File: src/rtl/uart_tx_feeder_pkg.sv
// Shared definitions for the UART transmit feeder: FSM state encoding and
// width helpers for the FIFO pointers and occupancy counter.
package Definitions;

  typedef enum logic [1:0] {
    IDLE      = 2'd0,
    SEND      = 2'd1,
    WAIT_DONE = 2'd2
  } tx_feeder_state_e;

  function automatic int unsigned ptr_width(input int unsigned depth);
    return $clog2(depth);
  endfunction

  // Occupancy must represent DEPTH itself, hence the extra state.
  function automatic int unsigned count_width(input int unsigned depth);
    return $clog2(depth + 1);
  endfunction

endpackage

File: src/rtl/uart_tx_feeder_sync_fifo.sv
// Single-clock circular FIFO with registered full/empty/count flags.
// Optional sticky write-while-full flag under UART_TX_FEEDER_OVERFLOW_EN.
module sync_fifo
  import Definitions::*;
#(
  parameter int WORD_LENGHT = 8,
  parameter int DEPTH       = 16
) (
  input  logic                              clk,
  input  logic                              rst,
  input  logic [WORD_LENGHT-1:0]            wr_data,
  input  logic                              wr_en,
  input  logic                              rd_en,
  output logic [WORD_LENGHT-1:0]            rd_data,
  output logic                              full,
  output logic                              empty,
  output logic [count_width(DEPTH)-1:0]     count,
  output logic                              overflow
);

  localparam int PW = ptr_width(DEPTH);
  localparam int CW = count_width(DEPTH);

  logic [WORD_LENGHT-1:0] mem_q [DEPTH];
  logic [PW-1:0]          wr_ptr_q, wr_ptr_d;
  logic [PW-1:0]          rd_ptr_q, rd_ptr_d;
  logic [CW-1:0]          count_q, count_d;
  logic                   full_q, full_d;
  logic                   empty_q, empty_d;
  logic                   wr_acc;
  logic                   rd_acc;

  // Next-state for pointers and occupancy; a write while full is dropped
  // even when a pop frees a slot in the same cycle.
  always_comb begin
    wr_acc   = wr_en & ~full_q;
    rd_acc   = rd_en & ~empty_q;
    wr_ptr_d = wr_ptr_q;
    rd_ptr_d = rd_ptr_q;
    count_d  = count_q;
    if (wr_acc) begin
      wr_ptr_d = wr_ptr_q + PW'(1);
    end else begin
      wr_ptr_d = wr_ptr_q;
    end
    if (rd_acc) begin
      rd_ptr_d = rd_ptr_q + PW'(1);
    end else begin
      rd_ptr_d = rd_ptr_q;
    end
    case ({wr_acc, rd_acc})
      2'b10:   count_d = count_q + CW'(1);
      2'b01:   count_d = count_q - CW'(1);
      default: count_d = count_q;
    endcase
    full_d  = (count_d == CW'(DEPTH));
    empty_d = (count_d == CW'(0));
  end

  // Pointer and flag registers.
  always_ff @(posedge clk or negedge rst) begin
    if (!rst) begin
      wr_ptr_q <= '0;
      rd_ptr_q <= '0;
      count_q  <= '0;
      full_q   <= 1'b0;
      empty_q  <= 1'b1;
    end else begin
      wr_ptr_q <= wr_ptr_d;
      rd_ptr_q <= rd_ptr_d;
      count_q  <= count_d;
      full_q   <= full_d;
      empty_q  <= empty_d;
    end
  end

  // Storage is not reset; only slots below the occupancy are ever read.
  always_ff @(posedge clk) begin
    if (wr_acc) begin
      mem_q[wr_ptr_q] <= wr_data;
    end
  end

  assign rd_data = mem_q[rd_ptr_q];
  assign full    = full_q;
  assign empty   = empty_q;
  assign count   = count_q;

`ifdef UART_TX_FEEDER_OVERFLOW_EN
  logic ovf_q, ovf_d;

  always_comb begin
    ovf_d = ovf_q | (wr_en & full_q);
  end

  // Sticky until reset.
  always_ff @(posedge clk or negedge rst) begin
    if (!rst) begin
      ovf_q <= 1'b0;
    end else begin
      ovf_q <= ovf_d;
    end
  end

  assign overflow = ovf_q;
`else
  assign overflow = 1'b0;
`endif

endmodule

File: src/rtl/uart_tx_feeder.sv
// Buffers bytes ahead of the UART transmitter and hands them over one at a
// time with a send/Tx_ready handshake. Optional macro: UART_TX_FEEDER_OVERFLOW_EN.
module uart_tx_feeder
  import Definitions::*;
#(
  parameter int WORD_LENGHT = 8,
  parameter int DEPTH       = 16
) (
  input  logic                          clk,
  input  logic                          rst,
  input  logic [WORD_LENGHT-1:0]        wr_data,
  input  logic                          wr_en,
  input  logic                          Tx_ready,
  output logic [WORD_LENGHT-1:0]        Tx_in,
  output logic                          send,
  output logic                          full,
  output logic                          empty,
  output logic [count_width(DEPTH)-1:0] count,
  output logic                          overflow
);

  logic [1:0]             rdy_sync_q, rdy_sync_d;
  logic                   rdy_s;
  tx_feeder_state_e       state_q, state_d;
  logic [WORD_LENGHT-1:0] tx_in_q, tx_in_d;
  logic                   send_q, send_d;
  logic                   pop;
  logic [WORD_LENGHT-1:0] fifo_head;
  logic                   fifo_empty;

  sync_fifo #(
    .WORD_LENGHT (WORD_LENGHT),
    .DEPTH       (DEPTH)
  ) u_fifo (
    .clk      (clk),
    .rst      (rst),
    .wr_data  (wr_data),
    .wr_en    (wr_en),
    .rd_en    (pop),
    .rd_data  (fifo_head),
    .full     (full),
    .empty    (fifo_empty),
    .count    (count),
    .overflow (overflow)
  );

  always_comb begin
    rdy_sync_d = {rdy_sync_q[0], Tx_ready};
  end

  // Tx_ready arrives from the baud-clock domain.
  always_ff @(posedge clk or negedge rst) begin
    if (!rst) begin
      rdy_sync_q <= 2'b00;
    end else begin
      rdy_sync_q <= rdy_sync_d;
    end
  end

  assign rdy_s = rdy_sync_q[1];

  // Handshake sequencing; the head byte is popped straight into Tx_in.
  always_comb begin
    state_d = state_q;
    tx_in_d = tx_in_q;
    send_d  = send_q;
    pop     = 1'b0;
    case (state_q)
      IDLE: begin
        if (!fifo_empty && rdy_s) begin
          pop     = 1'b1;
          tx_in_d = fifo_head;
          send_d  = 1'b1;
          state_d = SEND;
        end else begin
          send_d  = 1'b0;
          state_d = IDLE;
        end
      end
      SEND: begin
        if (!rdy_s) begin
          send_d  = 1'b0;
          state_d = WAIT_DONE;
        end else begin
          send_d  = 1'b1;
          state_d = SEND;
        end
      end
      WAIT_DONE: begin
        send_d = 1'b0;
        if (rdy_s) begin
          state_d = IDLE;
        end else begin
          state_d = WAIT_DONE;
        end
      end
      default: begin
        send_d  = 1'b0;
        state_d = IDLE;
      end
    endcase
  end

  // FSM state with its registered outputs.
  always_ff @(posedge clk or negedge rst) begin
    if (!rst) begin
      state_q <= IDLE;
      tx_in_q <= '0;
      send_q  <= 1'b0;
    end else begin
      state_q <= state_d;
      tx_in_q <= tx_in_d;
      send_q  <= send_d;
    end
  end

  assign Tx_in = tx_in_q;
  assign send  = send_q;
  assign empty = fifo_empty;

endmodule

File: config.mk
export PLATFORM = sky130hd
export DESIGN_NAME = uart_tx_feeder
export DESIGN_NICKNAME = d
export VERILOG_FILES = /design/src/rtl/uart_tx_feeder_pkg.sv /design/src/rtl/uart_tx_feeder_sync_fifo.sv /design/src/rtl/uart_tx_feeder.sv
export SDC_FILE = /design/constraint.sdc
export NUM_CORES = 1
export LEC_CHECK = 0
export ABC_AREA = 1
export CAP_MARGIN = 25
export CORE_MARGIN = 2
export CORE_UTILIZATION = 53
export DETAILED_ROUTE_END_ITERATION = 7
export PLACE_DENSITY = 0.73
export SYNTH_ARGS = -nofsm -noshare
export SYNTH_HDL_FRONTEND = slang
export SYNTH_HIERARCHICAL = 1
export SYNTH_SLANG_ARGS = --single-unit
File: constraint.sdc
create_clock -name clk -period 6.5 [get_ports clk]
set_clock_uncertainty 0.1 [all_clocks]
set_input_delay 1.3 -clock clk [delete_from_list [all_inputs] [get_ports clk]]
set_output_delay 1.3 -clock clk [all_outputs]
set_load 0.05 [all_outputs]
# == After elaboration in Yosys (flattened, before gate mapping) ==
# Memory sizes are Yosys's and may differ from the RTL's. A register that Yosys moved wholly into a read port is not among the register bits.
# Cells that the tools add are included.
# totals
regBits,20
ram_bits,128
input_bits,12
out_inout_bits,17
word_cells,39
n_memories,1
# memory_table
memory,words,word_bits,read_ports,rd_ports_with_merged_regs,write_ports,line,source
u_fifo.mem_q,16,8,1,1,1,uart_tx_feeder_sync_fifo.sv:24,logic [WORD_LENGHT-1:0] mem_q [DEPTH];
# classes
addsub,4
eq_ne,5
mux,11
bitwise,4
reduce_logical,6
# ops
op,n
5-bit case mux with 2 select lines,1
4-bit by 1-bit adder with 4-bit output (second input constant),2
1-bit two-way mux,6
2-bit case mux with 3 select lines,1
5-bit by 1-bit adder with 5-bit output (second input constant),1
5-bit == test (second input constant),1
5-bit logical NOT,1
5-bit by 1-bit subtractor with 5-bit output (second input constant),1
2-bit by 1-bit == test with 1-bit output (second input constant),2
2-bit == test (second input constant),2
2-bit two-way mux,2
1-bit AND,2
1-bit logical NOT,2
2-bit logical NOT,1
1-bit inverter,2
1-bit case mux with 2 select lines,1
2-bit AND reduction,1
1-bit logical AND,1

# == Depth between registers and ports, before layout ==
# Gate-level depths: netlist (run 1).
# logic_depth
word_depth,8
mapped_depth,22
ltp_nobuf,21

# == Modules after synthesis ==
# The synthesis (run 1) kept the hierarchy.
# by_module_without_submodules
mod,instances,cells_per_inst,area_each_um2,seq_area_each_um2
sync_fifo,1,443,5930.7,4220.3
uart_tx_feeder,1,50,500.5,325.3

# == Worst setup path before layout (run 1) ==
# Ideal clock, no wire load.
# synth_path
path_kind,input-to-reg
startpoint,input wr_en
endpoint,register u_fifo.full_q (netlist: u_fifo/full)
setup_time_ns,0.069
arrival_time_ns,2.644
t_required_ns,6.331
setup_slack_ns,3.687
path_stages,11
path_buffers,0
cell_sequence,nand2_2 > nand3_1 > nand2_1 > inv_1 > ha_1 > nand2_1 > o21ai_0 > or2_2 > nor2_1 > nand3_1 > nor2_2
# synth_between
elab_chain_cells,4
word_cells_on_any_way,5
cone_classes,eq/ne (3); mux (1); bitwise (1)
# synth_lines
element,line,source
from (decl),uart_tx_feeder.sv:12,"input logic wr_en,"
1-bit AND *,uart_tx_feeder_sync_fifo.sv:36,wr_acc = wr_en & ~full_q;
2-bit by 1-bit == test with 1-bit output / 2-bit == test (equally long branches),uart_tx_feeder_sync_fifo.sv:51,"case ({wr_acc, rd_acc})"
5-bit case mux with 2 select lines *,uart_tx_feeder_sync_fifo.sv:51,
net u_fifo.count_d[1],uart_tx_feeder_sync_fifo.sv:27,"logic [CW-1:0] count_q, count_d;"
5-bit == test *,uart_tx_feeder_sync_fifo.sv:56,full_d = (count_d == CW'(DEPTH));
net u_fifo.full_d,uart_tx_feeder_sync_fifo.sv:28,"logic full_q, full_d;"
to (signal assigned),uart_tx_feeder_sync_fifo.sv:72,full_q <= full_d;
to (decl),uart_tx_feeder_sync_fifo.sv:28,
# The timed path passes the listed nets; every way through them passes the cells marked *.
# A chain may end at the register's enable or synchronous reset.

# == Final worst setup path (run 1) ==
# layout_path
startpoint,register u_fifo.empty_q (netlist: u_fifo/empty)
endpoint,output empty
# layout_rtl
element,line,source
from (decl),uart_tx_feeder_sync_fifo.sv:29,"logic empty_q, empty_d;"
from (signal assigned),uart_tx_feeder_sync_fifo.sv:73,empty_q <= empty_d;
to (decl),uart_tx_feeder.sv:17,"output logic empty,"
# No word-level cell between the ends.

==> qor.csv, run 1 <==
stage,metric,value,unit
logic_synthesis,synth_simple_gate_area_share,11.71,%
logic_synthesis,synthTopCellsByArea,"edfxtp_1 60%, dfrtp_1 11%, nor2_1 4.3%",
sta,worst_pin_slew,1.001,ns
logic_synthesis,async_flop_share,17.95,%
power_and_ir_drop,vdd_drop_max,475.0,uV
route,drt_iter0_drc,461,
clock_tree,clock_path_buffers,2,
power_and_ir_drop,p_leak,2.705,nW
critical_path,r2r_cells,15,
grt,grt_max_degree,68,
logic_synthesis,synth_edf_count,128,
route,vias_per_cell,5.878,
logic_synthesis,synth_cell_types,36,
sta,slew_headroom,33.27,%
critical_path,worstSetupPathType,register to output pin,
clock_tree,htree_levels,4,
sta,setup_viol,0,
grt,overflow,0,
grt,track_usage,22.12,%
sta,max_freq,305.5,MHz
grt,grt_pass1_vias,3847,
clock_tree,post_cts_buffers,0,
run_status,outcome,"finished, final reports clean",
floorplanning,core_area,0.01191,mm^2
route,ant_nets,0,
sta,slew_viol_final,0,
floorplanning,rows,40,
floorplanning,die_area,0.01303,mm^2
finish,drive_gt1_share,9.586,%
route,wl_per_cell,19.77,um
hold_path,hold_depth,0,
route,drt_first_pass_iters,6,
logic_synthesis,synth_top_area_share,59.77,%
critical_path,path_buf_inv,1,
critical_path,r2r_start,state_q[1],
sta,rsz0062_at_grt,no,
critical_path,arrival,1.87,ns
sta,hold_violations,0,
power_and_ir_drop,total_power,3.585,mW
critical_path,start_kind,register,
logic_synthesis,ys_ff_latch,156,
critical_path,crit_path_max_fanout,3,
route,wl,13.42,mm
critical_path,critPathMaxStageDelay,0.83,ns
logic_synthesis,syn_area,0.006431,mm^2
critical_path,crit_path_end_kind,output pin,
placement,dp_hpwl,8.436,mm
power_and_ir_drop,p_per_area,484.0,mW/mm^2
logic_synthesis,synth_xor_area_share,0.9533,%
critical_path,r2r-end,u_fifo/full,
critical_path,critPathLaunch,u_fifo/empty,
clock_tree,cts_tree,built,
clock_tree,cts.clk_slew.worst_paths,0.06,ns
logic_synthesis,synth_fp_nets,512,
sta,fin_crit_sh,50.36,%
grt,antenna_found_initial,0,
route,route.detailed.drc,0,
hold_path,whs_endpoint,rdy_sync_q[1],
critical_path,path_delay_family,buffers and inverters,
finish,nets,538,
route,vias,3991,
logic_synthesis,synthAdderAreaFrac,1.362,%
placement,io_buffers,27,
logic_synthesis,synthMuxAreaShare,3.424,%
floorplanning,initial_core_util,53.99,%
finish,post-route-util,62.20,%
critical_path,path_cells,clkdlybuf4s50_1,
logic_synthesis,synthCells,493,
finish,antenna_cells,0,
clock_tree,cts_resized,0,
job,drv_cap,0,
sta,fin_crit,3.273,ns
clock_tree,cts_sinks,156,
critical_path,crit_required,5.10,ns
sta,fin_tns_setup,0,ns
logic_synthesis,synth_top_family_by_area,simple AND/OR/NAND/NOR gates,
floorplanning,ios,29,
clock_tree,worst_skew_pair.late_latency,0.42,ns
placement,place_congestion,0.8223,
floorplanning,die_x,114.2,um
logic_synthesis,synth_flop_cell,edfxtp_1,
logic_synthesis,ys_warn_count,6,
clock_tree,cts_root_buf,clkbuf_16,
floorplanning,die_h,114.2,um
hold_path,min-delay-start,rdy_sync_q[0],
logic_synthesis,synth_compound_area_share,8.521,%
logic_synthesis,synth_top_area_cell,edfxtp_1,
critical_path,slowest_stage,clkdlybuf4s50_1,
finish,area_delta_synth_final,15.19,%
hold_path,hp-class,register to register,
logic_synthesis,avgSynthCellArea,13.04,um^2
grt,grt_pass1_wl,20.89,mm
logic_synthesis,ys_seq_area_share,70.68,%
clock_tree,cts_made_buffers,17,
clock_tree,holdBufCountCts,0,
critical_path,r2r_slack,3.68,ns
flip-flops by register name, indices dropped and copies added (netlist names):
| signal | cells |
|---|---|
| u_fifo/full | 1 |
| state_q | 2 |
| u_fifo/count | 5 |
| Tx_in | 8 |
| u_fifo/rd_ptr_q | 4 |
| u_fifo/wr_ptr_q | 4 |
| u_fifo/mem_q | 128 |
| send | 1 |
| u_fifo/empty | 1 |
| rdy_sync_q | 2 |
power breakdown:
part,switching [mW],total (mW),internal (mW)
Clock,0.377,0.978,0.601
Combinational,0.852,1.24,0.389
Sequential,0.116,1.37,1.25
cell usage after synthesis, types with 3 or more instances:
library cell / count
xor2_1: 6
inv_1: 23
buf_1: 3
nand2_1: 56
o32ai_1: 9
ha_1: 7
edfxtp_1: 128
nor2_1: 73
dfrtp_1: 27
o221ai_1: 22
buf_2: 7
mux2i_1: 22
clkbuf_1: 11
nand3_1: 24
nand2_2: 5
nand4_1: 3
o21ai_0: 36
o211ai_1: 9
cell type report:
| cell class | instances | area (um^2) |
|---|---|---|
| inverters | 26 | 97.59 |
| clock buffers | 26 | 564.3 |
| fillers | 894 | 4503 |
| flip-flops and latches | 156 | 4547 |
| well taps | 147 | 183.9 |
| clock inverters | 6 | 41.29 |
| repair buffers | 31 | 300.3 |
| multi-input cells | 287 | 1674 |
metal layers:
layer | track usage [%] | part of all wire, %
met5 | 0 | 0
met4 | 11.06 | 3.3
met3 | 5.082 | 6.0
met2 | 33.89 | 47
met1 | 30.03 | 43
per-stage QoR:
step | std cells | hold slack (ns) | area [um^2] | setup WS (ns)
global route | 679 | 0.2785 | 7408 | 3.190
floorplan | 493 | 0.2312 | 6431 | 3.687
global placement | 647 | 0.2343 | 6803 | 3.069
CTS | 679 | 0.2670 | 7408 | 3.197
finish | 679 | 0.2612 | 7408 | 3.227
detailed placement | 647 | 0.2530 | 6803 | 3.016
logic make-up (layout without fill, tap and decap cells):
kind of cell | Yosys count | count (layout)
simple gates | 170 | 170
flops | 156 | 156
compound gates | 80 | 80
buf+inv | 50 | 89
mux | 22 | 22
fa+ha+maj | 7 | 7
xor+xnor | 7 | 7
other cells | 1 | 1
cells in the final DEF, fill, tap and decap left out, types with 2 or more instances in the layout:
cell type / netlist / final
o21ai_0: 36 / 36
clkbuf_16: 0 / 21
dfrtp_1: 27 / 26
nand2_2: 5 / 5
clkinv_1: 2 / 2
nand2_1: 56 / 56
clkinv_2: 0 / 2
nand3_1: 24 / 24
o21ai_2: 2 / 2
edfxtp_1: 128 / 128
buf_4: 2 / 4
o221ai_1: 22 / 22
xor2_1: 6 / 6
o211ai_1: 9 / 9
clkbuf_8: 0 / 2
clkbuf_1: 11 / 3
nor2_1: 73 / 73
ha_1: 7 / 7
inv_1: 23 / 23
nand4_1: 3 / 3
clkdlybuf4s50_1: 0 / 27
mux2i_1: 22 / 22
nor2_4: 2 / 2
o32ai_1: 9 / 9
worst max path at each step:
stage,cells past startpoint,end,slack [ns]
floorplan,11,u_fifo/full,3.69
global placement,13,u_fifo/full,3.07
detailed placement,13,u_fifo/full,3.02
CTS,1,empty,3.20
global route,1,empty,3.19
finish,1,empty,3.23
No activity file was read; power rests on OpenSTA's default activity.
==> run 2: changes to the inputs <==
- clock period: 6.5 -> 3.2 ns (I/O delays scaled with it)
==> qor.csv, run 2 (synthesized netlist as in run 1, its figures left out) <==
stage,metric,value,unit
run_status,outcome,"finished, final reports clean",
floorplanning,die_x,114.2,um
critical_path,crit_required,3.46,ns
critical_path,crit_top_cell,inv_1,
finish,mostFrequentLayoutCells,"128 x edfxtp_1, 73 x nor2_1, 56 x nand2_1",
critical_path,crit_path_max_fanout,11,
finish,antenna_cells,0,
route,wl,13.65,mm
critical_path,critPathLaunch,state_q[1],
finish,final_common_cell,edfxtp_1,
sta,fin_crit_sh,83.54,%
critical_path,cp_num_cells,15,
route,ant_nets,0,
floorplanning,initial_core_util,53.99,%
route,drt_iter0_drc,349,
clock_tree,worst_skew_pair.late_latency,0.42,ns
finish,fill_cells,885,
clock_tree,holdBufCountCts,0,
critical_path,start_kind,register,
power_and_ir_drop,p_leak,2.774,nW
floorplanning,die_area,0.01303,mm^2
critical_path,critPathMaxStageDelay,0.42,ns
critical_path,r2r_start,state_q[1],
clock_tree,cts_tree,built,
clock_tree,cts_resized,0,
critical_path,path_delay_family,simple AND/OR/NAND/NOR gates,
critical_path,crit_path_end_kind,register,
critical_path,r2r_cells,15,
power_and_ir_drop,p_int,4.521,mW
grt,antenna_found_initial,0,
finish,multi_input_area,0.001674,mm^2
finish,seqCellArea,0.004547,mm^2
grt,overflow,0,
critical_path,arrival,2.93,ns
sta,hold_violations,0,
critical_path,worstSetupPathType,register to register,
route,drt_first_pass_iters,5,
power_and_ir_drop,vdd_drop_max,528.9,uV
floorplanning,rows,40,
clock_tree,clock_path_buffers,2,
hold_path,min-delay-start,rdy_sync_q[0],
hold_path,hp-class,register to register,
placement,place_congestion,0.9197,
clock_tree,cts_root_buf,clkbuf_16,
route,route.detailed.drc,0,
sta,setup_viol,0,
clock_tree,cts_made_buffers,17,
critical_path,path_buf_inv,3,
finish,area_delta_synth_final,16.87,%
critical_path,path_cells,nor2_4 > nand2_2 > inv_1 > inv_1 > nor2_8 > nand3_1 > nand2_1 > inv_1 > ha_1 > nand2_1 > o21ai_0 > or2_2 > nor2_1 > nand3_1 > nor2_2,
power_and_ir_drop,clkPwrFrac,26.3,%
grt,track_usage,22.29,%
hold_path,hold_depth,0,
sta,max_freq,374.1,MHz
floorplanning,die_h,114.2,um
placement,io_buffers,27,
power_and_ir_drop,total_power,7.306,mW
finish,drive_gt1_share,12.57,%
job,drv_cap,0,
placement,dp_hpwl,8.430,mm
route,vias,4073,
clock_tree,cts_sinks,156,
floorplanning,ios,29,
sta,slew_viol_final,0,
power_and_ir_drop,sw_frac_of_total,38.13,%
sta,fin_crit,2.673,ns
finish,largest_register,u_fifo/mem_q,
power_and_ir_drop,power_switching,2.786,mW
route,wl_per_cell,19.60,um
power_and_ir_drop,comb_power_share,35.7,%
sta,slew_headroom,51.75,%
clock_tree,htree_levels,4,
clock_tree,post_cts_buffers,0,
power_and_ir_drop,p_per_area,972.1,mW/mm^2
sta,rsz0062_at_grt,no,
grt,grt_pass1_vias,3891,
clock_tree,cts.clk_slew.worst_paths,0.06,ns
finish,largest_reg_flops,128,
sta,worst_pin_slew,0.7216,ns
floorplanning,core_area,0.01191,mm^2
route,vias_per_cell,5.852,
critical_path,slowest_stage,dfrtp_1,
power_and_ir_drop,seqPwrFrac,38.0,%
sta,fin_tns_setup,0,ns
grt,grt_pass1_wl,21.14,mm
finish,nets,555,
grt,grt_max_degree,68,
-- run 2: layer usage --
layer	wire length [um]	up-vias	global-route usage, %
li1	-	1884	-
met3	699	31	4.764
met4	325	0	10.98
met5	0	-	0
met2	6684	127	35.12
met1	5936	2031	29.74
-- run 2: area by class of cell --
| cell class | count | area share [%] |
|---|---|---|
| well taps | 147 | 2.447 |
| clock buffers | 17 | 5.660 |
| multi-input cells | 287 | 22.27 |
| inverters | 26 | 1.298 |
| flip-flops and latches | 156 | 60.50 |
| clock inverters | 15 | 1.964 |
| repair buffers | 48 | 5.860 |
-- run 2: worst paths after layout --
path	to	slack, ns
max	u_fifo/full	0.53
min	rdy_sync_q[1]	0.25
max reg2reg	u_fifo/full	0.53
min reg2reg	rdy_sync_q[1]	0.25
max in group asynchronous	u_fifo/empty	2.20
min in group asynchronous	send	0.49
-- run 2: stage by stage --
| step | instances | utilization [%] | hold slack [ns] | setup WS [ns] | area [um^2] |
|---|---|---|---|---|---|
| global route | 696 | 63.10 | 0.2578 | 0.2687 | 7516 |
| CTS | 696 | 63.10 | 0.2553 | 0.5383 | 7516 |
| global placement | 664 | 58.29 | 0.2405 | 0.4490 | 6943 |
| detailed placement | 664 | 58.29 | 0.2418 | 0.4112 | 6943 |
| floorplan | 493 | - | 0.2312 | 0.5466 | 6431 |
| finish | 696 | 63.10 | 0.2525 | 0.5268 | 7516 |
-- run 2: power groups by stage --
stage | logic (mW) | clock network (mW) | registers (mW)
after detailed placement | 2.57 | 0 | 2.81
after floorplan | 1.53 | 0 | 3.03
after global placement | 2.50 | 0 | 2.80
after global routing | 2.83 | 2.03 | 2.81
after CTS | 2.59 | 1.95 | 2.78
final | 2.60 | 1.92 | 2.78
